File: src/rtl/shift_rows_pkg.sv
// Shared constants and helpers for the ShiftRows / InvShiftRows stage.
// SHIFT_ROWS_SKID_EN selects the two-entry skid variant of shift_rows_pipe.
package shift_rows_pkg;

  localparam logic [1:0] MODE_FWD = 2'b00;
  localparam logic [1:0] MODE_INV = 2'b01;
  localparam logic [1:0] MODE_BYP = 2'b10;

  typedef enum logic [1:0] {
    ST_EMPTY = 2'd0,
    ST_ONE   = 2'd1,
    ST_TWO   = 2'd2
  } state_e;

  function automatic bit nb_legal(input int unsigned nb);
    return (nb == 4) || (nb == 6) || (nb == 8);
  endfunction

  // Row shift offset Cr; the wide block skips offset 2 on rows 2 and 3.
  function automatic int unsigned shift_off(input int unsigned nb, input int unsigned r);
    if ((nb == 8) && (r >= 2)) return r + 1;
    return r;
  endfunction

endpackage

File: src/rtl/shift_rows_perm.sv
// Combinational ShiftRows / InvShiftRows / bypass byte permutation.
// Byte k = r + 4c sits at bits [W-1-8k -: 8].
module shift_rows_perm
  import shift_rows_pkg::*;
#(
  parameter int unsigned NB = 4
) (
  input  logic [32*NB-1:0] state_in,
  input  logic [1:0]       mode,
  output logic [32*NB-1:0] state_out
);

  localparam int unsigned W = 32 * NB;

  if (!nb_legal(NB)) begin : g_bad_nb
    $error("shift_rows_perm: NB must be 4, 6 or 8");
  end

  for (genvar c = 0; c < NB; c++) begin : g_col
    for (genvar r = 0; r < 4; r++) begin : g_row
      localparam int unsigned CR = shift_off(NB, r);
      localparam int unsigned KD = r + 4 * c;
      localparam int unsigned KF = r + 4 * ((c + CR) % NB);
      localparam int unsigned KI = r + 4 * ((c + NB - CR) % NB);

      assign state_out[W-1-8*KD -: 8] =
        (mode == MODE_FWD) ? state_in[W-1-8*KF -: 8] :
        (mode == MODE_INV) ? state_in[W-1-8*KI -: 8] :
                             state_in[W-1-8*KD -: 8];
    end
  end

endmodule

File: src/rtl/shift_rows_pipe.sv
// Registered ShiftRows stage with valid/ready handshake and saturating beat counter.
// Define SHIFT_ROWS_SKID_EN for the skid variant with a registered in_ready.
module shift_rows_pipe
  import shift_rows_pkg::*;
#(
  parameter int unsigned NB = 4
) (
  input  logic              clk,
  input  logic              rst,
  input  logic              in_valid,
  output logic              in_ready,
  input  logic [32*NB-1:0]  in_data,
  input  logic [1:0]        in_mode,
  output logic              out_valid,
  input  logic              out_ready,
  output logic [32*NB-1:0]  out_data,
  output logic [15:0]       beat_cnt
);

  localparam int unsigned W = 32 * NB;

  logic [W-1:0] perm_data;
  logic         in_xfer;
  logic         out_xfer;

  shift_rows_perm #(.NB(NB)) u_perm (
    .state_in  (in_data),
    .mode      (in_mode),
    .state_out (perm_data)
  );

  assign in_xfer  = in_valid && in_ready;
  assign out_xfer = out_valid && out_ready;

`ifdef SHIFT_ROWS_SKID_EN
  state_e       state;
  logic [W-1:0] skid_data;

  // Output register plus skid entry; in_ready is a flop so out_ready never reaches it combinationally.
  always_ff @(posedge clk) begin
    if (rst) begin
      state     <= ST_EMPTY;
      out_valid <= 1'b0;
      out_data  <= '0;
      skid_data <= '0;
      in_ready  <= 1'b1;
    end else begin
      unique case (state)
        ST_EMPTY: begin
          if (in_xfer) begin
            out_data  <= perm_data;
            out_valid <= 1'b1;
            state     <= ST_ONE;
          end
        end
        ST_ONE: begin
          if (in_xfer && out_xfer) begin
            out_data <= perm_data;
          end else if (in_xfer) begin
            skid_data <= perm_data;
            in_ready  <= 1'b0;
            state     <= ST_TWO;
          end else if (out_xfer) begin
            out_valid <= 1'b0;
            state     <= ST_EMPTY;
          end
        end
        ST_TWO: begin
          if (out_xfer) begin
            out_data <= skid_data;
            in_ready <= 1'b1;
            state    <= ST_ONE;
          end
        end
        default: begin
          state     <= ST_EMPTY;
          out_valid <= 1'b0;
          in_ready  <= 1'b1;
        end
      endcase
    end
  end
`else
  // Single output register; out_valid doubles as the EMPTY/ONE state.
  assign in_ready = !out_valid || out_ready;

  always_ff @(posedge clk) begin
    if (rst) begin
      out_valid <= 1'b0;
      out_data  <= '0;
    end else if (in_xfer) begin
      out_data  <= perm_data;
      out_valid <= 1'b1;
    end else if (out_xfer) begin
      out_valid <= 1'b0;
    end
  end
`endif

  always_ff @(posedge clk) begin
    if (rst) begin
      beat_cnt <= 16'd0;
    end else if (out_xfer && (beat_cnt != 16'hFFFF)) begin
      beat_cnt <= beat_cnt + 16'd1;
    end
  end

endmodule

File: config.mk
export PLATFORM = sky130hd
export DESIGN_NAME = shift_rows_pipe
export DESIGN_NICKNAME = d
export VERILOG_FILES = /design/src/rtl/shift_rows_pkg.sv /design/src/rtl/shift_rows_perm.sv /design/src/rtl/shift_rows_pipe.sv
export SDC_FILE = /design/constraint.sdc
export NUM_CORES = 1
export LEC_CHECK = 0
export ABC_AREA = 1
export CAP_MARGIN = 30
export CORE_ASPECT_RATIO = 0.5
export CORE_MARGIN = 2
export CORE_UTILIZATION = 39
export CTS_CLUSTER_SIZE = 30
export DETAILED_ROUTE_END_ITERATION = 8
export PLACE_DENSITY = 0.83
export SYNTH_ARGS = -nofsm -noshare
export SYNTH_HDL_FRONTEND = slang
export SYNTH_SLANG_ARGS = --single-unit
export TNS_END_PERCENT = 5
File: constraint.sdc
create_clock -name clk -period 1.5 [get_ports clk]
set_input_delay 0.15 -clock clk [delete_from_list [all_inputs] [get_ports clk]]
set_output_delay 0.15 -clock clk [all_outputs]
set_load 0.05 [all_outputs]
==> metrics.md, run 1 <==
| Metric | Value |
|---|---|
| Finished Cell Area | `10300 µm²` |
| Crit Path Class | `reg2reg` |
| Crit Reg-Reg Endpoint | `beat_cnt[6]` |
| Antenna viol nets, final | `0` |
| Slowest stage delay, CP | `around 380 ps` |
| H-tree levels | `4` |
| Peak supply drop | `748 µV` |
| DR WL/cell | `16.0 µm` |
| Status | `complete, no violations` |
| Netlist cell types | `26` |
| #FFs+latches synth | `roughly 150` |
| First-pass GRT wire length | `around 37 mm` |
| Util after Layout | `0.619` |
| CTS max path bufs | `2` |
| Reg2Reg Depth | `10` |
| Die height | `between 90 and 100 µm` |
| PortBufs | `279` |
| Crit. End Element | `register` |
| Hold Path End | `out_data[121]` |
| Reg2reg setup slack | `about 89 ps` |
| Minimum clock period | `1410 ps` |
| CTS root buffer | `clkbuf_16` |
| Slew HR | `0.752` |
| Crit path required time | `roughly 1800 ps` |
| Fin. max-slew vios | `0` |
| Final Power | `between 10 and 15 mW` |
| Fillers | `1465` |
| Crit path max fanout | `18` |
| ANT cells | `0` |
| Final std cells w/o fill | `about 1500` |
| Vias in the first global route | `7092` |
| GRT Overall Usage | `0.246` |
| TritonRoute pass-1 iters | `5` |
| Hold path depth | `3` |
| Clock sinks | `roughly 150` |
| RD Place Congestion | `0.897` |
| Via count | `7645` |
| Post-synth top area share | `0.429` |
| Warnings, synthesis | `0` |
| I/O pin cnt | `280` |
| Cells after DPL | `around 1400` |
| Row cnt | `33` |
| FF/Latch Area | `just under 3000 µm²` |
| Reg clk slew, reported paths | `~70 ps` |
| Area grow syn2layout | `52.4%` |
| Total die area | `between 15000 and 20000 µm²` |
| Fin crit share | `0.941` |
| Syn_nets | `~1100` |
| Max-cap viol count | `0` |
| CP bufs+invs | `0` |
| Die W | `around 190 µm` |
| Syn Area/Cell | `7.01 µm²` |
| Cells after Synth | `around 970` |
| Cell Area, Placed | `9640 µm²` |
| Slowest stage cell on the critical path | `dfxtp_4` |
| Worst Hold Class | `in2reg` |
| CTS Buf Count | `17` |
| Clk_lat worst skew | `410 ps` |
| Starting Density | `0.406` |
| Setup violators final | `0` |
| TritonCTS clock tree | `yes` |
| WL final | `between 20 and 25 mm` |
| Initial antenna violation count | `0` |
| CP arrival | `about 1700 ps` |
| Leading area contributor after synthesis | `dfxtp_1` |
| Area of the multi-input gates | `about 3000 µm²` |
| Synth top area cells | `dfxtp_1 43%, a21oi_1 10%, o21ai_0 9.6%` |
| # nets final | `between 1000 and 1500` |
| Count of hold-fix buffers inserted at cts | `0` |
| Crit-path cells | `ha_4, nand2_2, nor2_4, nand2_4, nor2_4, nand2_8, nand2_1, nand2_1, nand2_1, nor2_1` |
| Final hold vios | `0` |
| Share of cells above drive strength 1 | `0.201` |
| CP startpoint kind | `register` |
| Synthesized area | `between 6000 and 7000 µm²` |
| Hold Path Origin | `in_data[121]` |
| Clock Skew | `about 14 ps` |
| CP top delay family | `simple AND/OR/NAND/NOR gates` |
| Largest net degree at the start of global routing | `79` |
| Worst-margin pin slew | `approximately 370 ps` |
| Achievable Freq | `a little over 700 MHz` |
| GR Overflow Total | `0` |
| Lkg Pwr | `~4.7 nW` |
| DRC viols | `0` |
| Cell mode on critical path | `nand2_1` |
| Core Box Area | `roughly 17000 µm²` |
| PwrDens | `about 1200 nW/µm²` |
| Register area share after synthesis | `0.429` |
| Worst R2R Start | `beat_cnt[0]` |
| DR vias/cell | `about 5.2` |
| DR iter-0 viols | `approximately 550` |
| RSZ-0062 raised after global routing | `true` |
| HPWL after DPL | `around 17 mm` |
## through the flow
stage | hold WS (ps) | setup TNS, ps | setup WS [ps]
global route | 318 | -15.1 | -13.9
detailed placement | 497 | -6780 | -114
finish | 324 | 0 | 89.2
floorplan | 212 | -25.2 | -6.85
global placement | 492 | -4210 | -69.9
CTS | 312 | 0 | 30.3
## how the worst max path moves through the flow
stage                 from           end  slack (ps)  cells after the start
4_1_cts        beat_cnt[0]   beat_cnt[1]          30                     10
3_5_place_dp     out_ready  out_data[55]        -110                      7
5_1_grt        beat_cnt[0]   beat_cnt[6]         -10                     10
6_report       beat_cnt[0]   beat_cnt[6]          90                     10
3_3_place_gp     out_ready  out_data[64]         -70                      7
2_1_floorplan  beat_cnt[1]  beat_cnt[15]          -7                      9
## placed cells by master, fill, tap and decap left out, types with 4 or more instances in the layout
| cell | netlist | layout |
|---|---|---|
| nand3_1 | 16 | 16 |
| inv_1 | 143 | 142 |
| buf_4 | 3 | 161 |
| dfxtp_1 | 145 | 131 |
| buf_12 | 0 | 16 |
| nor2_1 | 100 | 99 |
| clkdlybuf4s50_1 | 0 | 133 |
| a31oi_1 | 32 | 32 |
| a21oi_2 | 4 | 4 |
| bufinv_16 | 0 | 5 |
| nor2_4 | 5 | 5 |
| a21oi_1 | 137 | 137 |
| dfxtp_2 | 0 | 12 |
| o21ai_0 | 130 | 130 |
| nand2_1 | 102 | 99 |
| nand4_1 | 5 | 5 |
| nand2_2 | 3 | 6 |
| o22ai_1 | 64 | 64 |
| clkbuf_16 | 0 | 17 |
## sequential cells by signal, indices dropped and copies added (netlist names)
register / cells
out_valid: 1
out_data: 128
beat_cnt: 16
## cells by family (layout without fill, tap and decap cells)
family,Yosys count,after routing,share of synthesized area
AO/OA/AOI/OAI,368,368,0.293
AND/OR/NAND/NOR,237,237,0.147
buffers and inverters,216,489,0.129
flip-flops,145,145,0.429
adder cells (fa/ha/maj),1,1,0.00185
## worst register-to-register path, stage by stage (launching register included)
cell and delay, ps:
dfxtp_4 380, ha_4 130, nand2_2 60, nor2_4 160
nand2_4 90, nor2_4 130, nand2_8 130, nand2_1 90
nand2_1 50, nand2_1 50, nor2_1 40
## per-layer routing
layer  GRT usage  routed length, µm  vias to the layer above
li1            -                  -                     3741
met1       0.324              10300                     3538
met2       0.400              11200                      312
met3      0.0383               1290                       54
met4       0.108                797                        0
met5           0                  0                        -
## layout make-up
cell class | count | share of cell area
sequential | 145 | 0.283
multi-input combinational | 606 | 0.293
timing repair buffer | 310 | 0.277
tap | 227 | 0.0275
clock inverter | 11 | 0.0193
clock buffer | 21 | 0.0456
inverter | 147 | 0.0538
## Yosys cell counts (all sizes together)
| cell | count |
|---|---|
| ha | 1 |
| nor3 | 2 |
| inv | 147 |
| a31oi | 32 |
| nand3 | 18 |
| buf | 32 |
| o21ai | 130 |
| nor2 | 105 |
| o22ai | 64 |
| dfxtp | 145 |
| nand4 | 5 |
| a21oi | 142 |
| clkbuf | 37 |
| nand2 | 107 |
## report_power, final
| part | switching [mW] | leakage [nW] | internal, mW | total, mW |
|---|---|---|---|---|
| clock | 1.71 | 0.329 | 3.11 | 4.83 |
| combinational | 1.89 | 3.14 | 1.06 | 2.95 |
| sequential | 0.164 | 1.21 | 4.14 | 4.30 |
| total | 3.77 | 4.67 | 8.31 | 12.1 |
## what timing repair did
item,4_1_cts,5_1_grt
setup buffers,0,0
gates resized for setup,0,4
endpoints found under the setup margin,0,13
No activity file was read; power rests on OpenSTA's default activity.
==> run 2, diff against run 1 <==
--- a/config.mk
+++ b/config.mk
@@ -6,6 +6,7 @@
 export NUM_CORES = 1
 export LEC_CHECK = 0
 export ABC_AREA = 1
+export ABC_CLOCK_PERIOD_IN_PS = 1500
 export CAP_MARGIN = 30
 export CORE_ASPECT_RATIO = 0.5
 export CORE_MARGIN = 2
==> results of run 2 <==
The final DEF is identical to that of run 1; final timing and power are the same.
